===== config.mk =====
export PLATFORM = sky130hd
export DESIGN_NAME = pipeline_hazard_ctrl
export DESIGN_NICKNAME = d
export VERILOG_FILES = /design/src/rtl/pipeline_hazard_ctrl_pkg.sv /design/src/rtl/pipeline_hazard_ctrl_load_use_detect.sv /design/src/rtl/pipeline_hazard_ctrl.sv
export SDC_FILE = /design/constraint.sdc
export NUM_CORES = 1
export LEC_CHECK = 0
export ABC_AREA = 0
export ABC_CLOCK_PERIOD_IN_PS = 2800
export CORE_ASPECT_RATIO = 0.75
export CORE_MARGIN = 3
export CORE_UTILIZATION = 49
export CTS_CLUSTER_DIAMETER = 60
export DETAILED_ROUTE_END_ITERATION = 16
export GPL_ROUTABILITY_DRIVEN = 0
export MAX_ROUTING_LAYER = met4
export PLACE_DENSITY = 0.93
export SYNTH_ARGS = -nofsm -noshare
export SYNTH_HDL_FRONTEND = slang
export SYNTH_SLANG_ARGS = --single-unit

===== constraint.sdc =====
create_clock -name clk -period 2.8 [get_ports clk]
set_input_delay 0.28 -clock clk [delete_from_list [all_inputs] [get_ports clk]]
set_output_delay 0.28 -clock clk [all_outputs]
set_load 0.005 [all_outputs]

===== src/rtl/pipeline_hazard_ctrl_pkg.sv =====
// rtl/pipeline_hazard_ctrl_pkg.sv - shared types and constants for the hazard controller
package pipeline_hazard_ctrl_pkg;

  // Controller state encoding
  typedef enum logic [1:0] {
    ST_RUN    = 2'b00,
    ST_DRAIN  = 2'b01,
    ST_HALTED = 2'b10
  } state_e;

  localparam int HC_REG_W        = 4;
  localparam int HC_DRAIN_CYCLES = 3;
  localparam int HC_CNT_W        = 16;

  // Instruction word the IF/ID register loads when fd_flush is asserted
  localparam logic [15:0] NOP_INSTR = 16'h0000;

  // One bundle of pipeline-register controls, MSB first
  typedef struct packed {
    logic pc_wen;
    logic fd_wen;
    logic fd_flush;
    logic dx_wen;
    logic dx_flush;
    logic xm_wen;
    logic mw_wen;
    logic mw_flush;
  } stage_ctrl_t;

  // Everything advances, nothing squashed
  localparam stage_ctrl_t CTRL_IDLE    = 8'b1101_0110;
  // Hold PC and IF/ID, inject a bubble into ID/EX
  localparam stage_ctrl_t CTRL_BUBBLE  = 8'b0001_1110;
  // PC takes the target, wrong-path fetch discarded
  localparam stage_ctrl_t CTRL_BRANCH  = 8'b1111_0110;
  // PC held, NOP fed into IF/ID, downstream advances
  localparam stage_ctrl_t CTRL_REFETCH = 8'b0111_0110;
  // Data memory not ready: freeze up to EX/MEM, bubble into MEM/WB
  localparam stage_ctrl_t CTRL_FREEZE  = 8'b0000_0011;
  // Core halted: nothing moves
  localparam stage_ctrl_t CTRL_HALT    = 8'b0000_0000;

endpackage


===== src/rtl/pipeline_hazard_ctrl_load_use_detect.sv =====
// rtl/pipeline_hazard_ctrl_load_use_detect.sv - combinational load-use hazard comparator
module load_use_detect
  import pipeline_hazard_ctrl_pkg::*;
#(
  parameter int REG_W = HC_REG_W
) (
  input  logic [REG_W-1:0] i_rs,
  input  logic [REG_W-1:0] i_rt,
  input  logic             i_uses_rt,
  input  logic             i_x_mem_read,
  input  logic [REG_W-1:0] i_x_dest,
  output logic             o_lu
);

  logic w_dest_live;
  logic w_rs_hit;
  logic w_rt_hit;

  // Register 0 is hardwired, so a load targeting it never creates a dependency
  assign w_dest_live = i_x_mem_read && (i_x_dest != '0);
  assign w_rs_hit    = (i_x_dest == i_rs);
  assign w_rt_hit    = i_uses_rt && (i_x_dest == i_rt);
  assign o_lu        = w_dest_live && (w_rs_hit || w_rt_hit);

endmodule


===== src/rtl/pipeline_hazard_ctrl.sv =====
// rtl/pipeline_hazard_ctrl.sv - pipeline register sequencing, hazard and halt-drain control
module pipeline_hazard_ctrl
  import pipeline_hazard_ctrl_pkg::*;
#(
  parameter int REG_W        = HC_REG_W,
  parameter int DRAIN_CYCLES = HC_DRAIN_CYCLES,
  parameter int CNT_W        = HC_CNT_W
) (
  input  logic             clk,
  input  logic             rst_n,
  input  logic [REG_W-1:0] D_Operand1,
  input  logic [REG_W-1:0] D_Operand2_Fw,
  input  logic             D_uses_op2,
  input  logic             D_hlt,
  input  logic             D_branch_taken,
  input  logic             X_MemRead,
  input  logic [REG_W-1:0] X_Destination,
  input  logic             imem_stall,
  input  logic             dmem_stall,
  output logic             pc_wen,
  output logic             fd_wen,
  output logic             fd_flush,
  output logic             dx_wen,
  output logic             dx_flush,
  output logic             xm_wen,
  output logic             mw_wen,
  output logic             mw_flush,
  output logic             halted,
  output logic [CNT_W-1:0] stall_cnt
);

  localparam int DW = $clog2(DRAIN_CYCLES + 1);

  state_e           r_state;
  state_e           w_state_nxt;
  logic [DW-1:0]    r_drain_cnt;
  logic [DW-1:0]    w_drain_cnt_nxt;
  logic [CNT_W-1:0] r_stall_cnt;
  logic             r_halted;
  logic             w_lu;
  stage_ctrl_t      w_ctrl;

  load_use_detect #(
    .REG_W (REG_W)
  ) u_load_use_detect (
    .i_rs         (D_Operand1),
    .i_rt         (D_Operand2_Fw),
    .i_uses_rt    (D_uses_op2),
    .i_x_mem_read (X_MemRead),
    .i_x_dest     (X_Destination),
    .o_lu         (w_lu)
  );

  // Next-state, drain counter and stage controls; priority order inside RUN matters
  always_comb begin
    w_ctrl          = CTRL_IDLE;
    w_state_nxt     = r_state;
    w_drain_cnt_nxt = r_drain_cnt;
    case (r_state)
      ST_RUN: begin
        if (dmem_stall) begin
          w_ctrl = CTRL_FREEZE;
        end else if (w_lu) begin
          // A same-cycle branch is dropped; decode re-resolves it after the bubble
          w_ctrl = CTRL_BUBBLE;
        end else if (D_branch_taken) begin
          // Beats imem_stall: the stalled fetch is wrong-path anyway
          w_ctrl = CTRL_BRANCH;
        end else if (D_hlt) begin
          w_ctrl          = CTRL_REFETCH;
          w_state_nxt     = ST_DRAIN;
          w_drain_cnt_nxt = DW'(DRAIN_CYCLES);
        end else if (imem_stall) begin
          w_ctrl = CTRL_REFETCH;
        end
      end
      ST_DRAIN: begin
        if (dmem_stall) begin
          w_ctrl = CTRL_FREEZE;
        end else begin
          // Decode only ever sees NOPs here, so no load-use check is needed
          w_ctrl          = CTRL_REFETCH;
          w_drain_cnt_nxt = r_drain_cnt - DW'(1);
          if (r_drain_cnt <= DW'(1)) begin
            w_state_nxt = ST_HALTED;
          end
        end
      end
      ST_HALTED: begin
        w_ctrl = CTRL_HALT;
      end
      default: begin
        w_state_nxt = ST_RUN;
      end
    endcase
  end

  // State and drain counter registers
  always_ff @(posedge clk or negedge rst_n) begin
    if (!rst_n) begin
      r_state     <= ST_RUN;
      r_drain_cnt <= '0;
      r_halted    <= 1'b0;
    end else begin
      r_state     <= w_state_nxt;
      r_drain_cnt <= w_drain_cnt_nxt;
      r_halted    <= (w_state_nxt == ST_HALTED);
    end
  end

  // Saturating count of RUN cycles in which the PC did not advance
  always_ff @(posedge clk or negedge rst_n) begin
    if (!rst_n) begin
      r_stall_cnt <= '0;
    end else if ((r_state == ST_RUN) && !w_ctrl.pc_wen && (r_stall_cnt != '1)) begin
      r_stall_cnt <= r_stall_cnt + CNT_W'(1);
    end
  end

  assign pc_wen    = w_ctrl.pc_wen;
  assign fd_wen    = w_ctrl.fd_wen;
  assign fd_flush  = w_ctrl.fd_flush;
  assign dx_wen    = w_ctrl.dx_wen;
  assign dx_flush  = w_ctrl.dx_flush;
  assign xm_wen    = w_ctrl.xm_wen;
  assign mw_wen    = w_ctrl.mw_wen;
  assign mw_flush  = w_ctrl.mw_flush;
  assign halted    = r_halted;
  assign stall_cnt = r_stall_cnt;

endmodule


======== Word-level counts from Yosys, hierarchy flattened ========
Index checks and enable logic that the tools add are counted.
word-level totals
  logic and storage cells ................. 49
  register bits ........................... 21
  output and inout port bits .............. 25
operators by class
  multiplexer cells ....................... 20
  order comparisons ....................... 1
  add/subtract/negate cells ............... 2
  reductions and logical operators ........ 11
  equal/unequal tests ..................... 11
operators with widths
  cell                                                                               count
  8-bit two-way mux                                                                  5
  8-bit case mux with 3 select lines                                                 1
  2-bit two-way mux                                                                  11
  16-bit by 1-bit adder with 16-bit output (second input constant)                   1
  16-bit != test (second input constant)                                             1
  2-bit != test (second input constant)                                              5
  4-bit == test                                                                      2
  7-bit two-way mux                                                                  1
  2-bit case mux with 3 select lines                                                 1
  6-bit AND reduction                                                                1
  1-bit logical AND                                                                  5
  2-bit == test (second input constant)                                              2
  2-bit case mux with 2 select lines                                                 1
  4-bit nonzero test                                                                 1
  2-bit by 1-bit == test with 1-bit output (second input constant)                   1
  2-bit by 1-bit less-or-equal comparator with 1-bit output (second input constant)  1
  2-bit zero test                                                                    1
  2-bit nonzero test                                                                 1
  2-bit by 1-bit subtractor with 2-bit output (second input constant)                1
  1-bit zero test                                                                    1
  1-bit logical OR                                                                   1

======== Depth between registers and ports, before layout ========
  depth after elaboration ................. 10
  gate-level depth with buffers ........... 8
  gate-level depth less buffers ........... 7

======== Cells and area by module ========
Synthesis repeated with hierarchy kept, for this count alone.
second synthesis, totals
  cells, all modules ...................... 138
  area total of the unflattened synthesis .. 1381.3 µm²
by module, submodules not included
  module                area each (µm²)  cells an instance  instances
  pipeline_hazard_ctrl  1275.0           125                1
  load_use_detect       106.4            13                 1

======== Least setup slack after synthesis ========
OpenSTA, ideal clock, no wires.
  path type ............................... register -> output
  from .................................... register r_state[1]
  to ...................................... output port fd_flush
  required time ........................... 2520 ps
  setup slack ............................. 720 ps
  cell stages (with the launch flop) ...... 9
  data arrival time ....................... 1800 ps
  cells stage by stage .................... dfrtp_1 -> inv_1 -> ha_1 -> clkbuf_1 -> nand2_1 -> a221oi_4 -> buf_6 -> o31ai_1 -> a21oi_1
between the ends
  longest elaborated chain between the ends .. 2
RTL lines
  item                                   RTL line                     source
  start, declared                        pipeline_hazard_ctrl.sv:34   state_e r_state;
  start signal, assigned                 pipeline_hazard_ctrl.sv:105  r_state <= w_state_nxt;
  2-bit == test (tied with other cells)  pipeline_hazard_ctrl.sv:59   case (r_state)
  8-bit case mux with 3 select lines *   pipeline_hazard_ctrl.sv:59
  end, declared                          pipeline_hazard_ctrl.sv:22   output logic fd_flush,
Mark *: on every way between the ends. The rest lies on a longest branch, timed or not.

======== Worst setup path after layout ========
  from .................................... input port X_Destination[0]
  to ...................................... output port dx_flush
between the ends
  longest elaborated chain between the ends .. 7
RTL lines
  item                                  RTL line                                    source
  start, declared                       pipeline_hazard_ctrl.sv:17                  input logic [REG_W-1:0] X_Destination,
  4-bit == test                         pipeline_hazard_ctrl_load_use_detect.sv:22  assign w_rt_hit = i_uses_rt && (i_x_dest == i_rt);
  1-bit logical AND                     pipeline_hazard_ctrl_load_use_detect.sv:22
  1-bit logical OR                      pipeline_hazard_ctrl_load_use_detect.sv:23  assign o_lu = w_dest_live && (w_rs_hit || w_rt_hit);
  1-bit logical AND *                   pipeline_hazard_ctrl_load_use_detect.sv:23
  8-bit two-way mux *                   pipeline_hazard_ctrl.sv:63                  end else if (w_lu) begin
  8-bit two-way mux *                   pipeline_hazard_ctrl.sv:61                  if (dmem_stall) begin
  8-bit case mux with 3 select lines *  pipeline_hazard_ctrl.sv:59
  end, declared                         pipeline_hazard_ctrl.sv:24                  output logic dx_flush,
Marked as above.

==> metrics.md <==
| Metric | Value |
|---|---|
| Status | completed |
| CP top delay family | buffers and inverters |
| Drt drc | 0 |
| M1 WL | 1.556 mm |
| Synth top area share | 37.53% |
| Congestion Overflow GR | 0 |
| Fin crit share | 94.16% |
| Total power | 1.829 mW |
| Post-Syn Area | 1400 um2 |
| Wire length on met2 | 1.891 mm |
| TritonCTS Sinks | 21 |
| Synth warnings | 0 |
| Hold buffers post-CTS | 0 |
| Cell depth of the worst flop-to-flop path | 7 |
| Top_reg_cell synth | dfrtp_1 |
| Ant diodes | 0 |
| Critical Path AT | 2.36 ns |
| Fraction of layout cells with a size suffix above 1 | 10.36% |
| Maxcap violations | 0 |
| Reg area | 525.5 um2 |
| # rows | 16 |
| Number of synthesized flops with an enable pin | 0 |
| Chip width | 67.73 um |
| First-pass GRT wire length | 6.009 mm |
| Initial Utilization | 52.58% |
| Ranking of synthesized cells by area | dfrtp_1, xor2_1, a211oi_1 |
| Reg2reg start | stall_cnt[7] |
| H-tree levels | 1 |
| Seq/Total Area, Yosys | 37.53% |
| Post-synth ARST share | 100.0% |
| Count of input and output buffers | 44 |
| Critical path launch point | X_Destination[0] |
| Setup crit end kind | output pin |
| Worst-Skew Late Latency | 0.26 ns |
| Layout area overhead | 41.64% |
| R2r endpoint | stall_cnt[13] |
| Buf/Inv on CP | 3 |
| GR Util All Layers | 23.36% |
| Initial antenna violation count | 0 |
| Reg2Reg Setup Slack | 0.70 ns |
| Max Clock Skew | 0.005464 ns |
| Syn Area/Cell | 10.00 um2 |
| Crit-path cells | clkdlybuf4s50_1 -> buf_4 -> xor2_1 -> nor4_4 -> a22oi_1 -> nor3_1 -> clkdlybuf4s50_1 |
| Worst-path maximum fanout | 3 |
| Core region area | 2663 um2 |
| Root Driver | clkbuf_8 |
| #FFs+latches synth | 21 |
| 1st-pass router iterations | 4 |
| Antenna Violating Nets Remaining | 0 |
| Slowest stage delay, CP | 0.55 ns |
| Synth area leader | dfrtp_1 |
| DRT Wirelength | 3.704 mm |
| Vias per std cell | 5.672 |
| Final net count | 220 |
| Die height | 52.29 um |
| Worst Hold Slack | 0.4845 ns |
| Initial DRC count | 75 |
| Minimum clock period | 2.637 ns |
| WS Path Type | in2out |
| DP Wirelength | 2.881 mm |
| Slowest CP cell | clkdlybuf4s50_1 |
| Synth Instances | 140 |
| Cell mode on critical path | clkdlybuf4s50_1 |
| Worst slew margin | 39.12% |
| Setup TNS | 0 ns |
| Worst Setup Start Kind | primary input |
| Vias | 1299 |
| Max layer used | met4 |
| Final count of hold timing violations | 0 |
| CTS Buf Count | 3 |
| Worst vdd ir | 0.5057 mV |
| Die Area | 3541 um2 |
| Layout fillers | 178 |
| Pin count of the biggest net entering global routing | 22 |
| Number of global-route vias before repair | 1267 |
| Num ports | 45 |
| Pins Over Slew Limit | 0 |
| Routed wl met3 | 223 um |
| Reg clk slew, reported paths | 0.07 ns |
| Type of the worst min-delay path | reg2reg |
| Worst slew pin tran | 0.9103 ns |
| Max Clock Freq | 0.3793 GHz |
| Req. time, crit path | 2.52 ns |
| Pwr dens | 922.2 nW/um2 |
| CTS tree | done |
| Routed WL per cell | 16.17 um |
| RSZ-0062 raised after global routing | no |
| LEAKAGE | 0.8234 nW |
| Final setup viols | 0 |
| Multi-input gate area | 794.5 um2 |
| CP Depth | 7 |
| CP Capture Point | dx_flush |
| Syn nets | 166 |
| Synth cell types | 39 |
| Max clock buf depth | 2 |
-- where the power goes --
part	internal (mW)	switching, mW
Sequential	0.428	0.138
Combinational	0.572	0.494
Clock	0.101	0.0958
-- cell usage after synthesis, drive strengths merged (2+ instances only) --
cell type and instances:
dfrtp 21, xor2 20, inv 12, a211oi 11
nand2 9, a21oi 7, ha 6, nand3 5
a2111oi 4, and3 4, nor2 4, o21ai 4
buf 3, clkbuf 3, xnor2 3, a211o 2
a22oi 2, mux2i 2, nand4 2, nor3 2
-- sequential cells by signal (all words and copies together) (netlist names) --
name,flops
r_drain_cnt,2
halted,1
r_state,2
stall_cnt,16
-- cell usage in the layout, fill, tap and decap left out, types with 2 or more instances in the layout --
master and count:
a211o_1 2, a22oi_1 2, a21oi_1 6, nor3_1 2
a2111oi_0 4, and3_1 3, dfrtp_1 21, mux2i_1 2
nand4_1 2, nand3_1 5, buf_4 11, xnor2_1 3
clkdlybuf4s50_1 42, nand2_1 9, dlymetal6s2s_1 2, xor2_1 20
ha_1 6, inv_1 12, o21ai_0 3, nor2_1 4
clkbuf_8 3, a211oi_1 11
-- logic make-up (layout without fill, tap and decap cells) --
group / Yosys count / after routing / share of synthesized area [%]
flip-flops: 21 / 21 / 37.53
AND/OR/NAND/NOR: 31 / 31 / 12.60
AO/OA/AOI/OAI: 38 / 38 / 21.89
multiplexers: 3 / 3 / 2.502
adder cells (fa/ha/maj): 6 / 6 / 5.362
XOR/XNOR: 23 / 23 / 14.39
buffers and inverters: 18 / 71 / 5.719
-- worst register-to-register path: stages (launching register included) --
cell       delay [ns]
dfrtp_1          0.43
and3_1           0.25
nand4_1          0.21
o41ai_2          0.46
buf_4            0.24
a2111oi_0        0.09
buf_4            0.16
xor2_1           0.14
-- metrics by stage --
step / setup slack, ns / util, % / area, um2 / instances
2_1_floorplan: 0.7202 / - / 1400 / 140
3_3_place_gp: 0.09462 / 72.60 / 1933 / 225
3_5_place_dp: 0.05240 / 72.60 / 1933 / 225
4_1_cts: 0.04311 / 74.30 / 1978 / 229
5_1_grt: 0.008061 / 74.48 / 1983 / 229
6_report: 0.1634 / 74.48 / 1983 / 229
-- cell type report --
type	instances	area share, %
inverter	12	2.271
clock buffer	4	2.271
timing repair buffer	55	26.62
sequential	21	26.50
tap	36	2.271
multi-input combinational	101	40.06
-- routing by layer --
metal | up-vias | track usage, %
met5 | - | -
met4 | 0 | 7.071
met3 | 10 | 4.936
met2 | 59 | 37.64
met1 | 615 | 29.55
li1 | 615 | -
-- how the worst min path moves through the flow --
| stage | cells after the start | to | from |
|---|---|---|---|
| CTS | 1 | r_drain_cnt[0] | r_drain_cnt[0] |
| detailed placement | 1 | r_drain_cnt[0] | r_drain_cnt[0] |
| floorplan | 0 | halted | rst_n |
| finish | 1 | r_drain_cnt[0] | r_drain_cnt[0] |
| global placement | 1 | r_drain_cnt[0] | r_drain_cnt[0] |
| global route | 1 | r_drain_cnt[0] | r_drain_cnt[0] |
-- what timing repair did --
item,4_1_cts,5_1_grt
gates resized for setup,0,2
setup buffers,0,0
endpoints found under the setup margin,0,3
No activity file was read; power rests on OpenSTA's default activity.
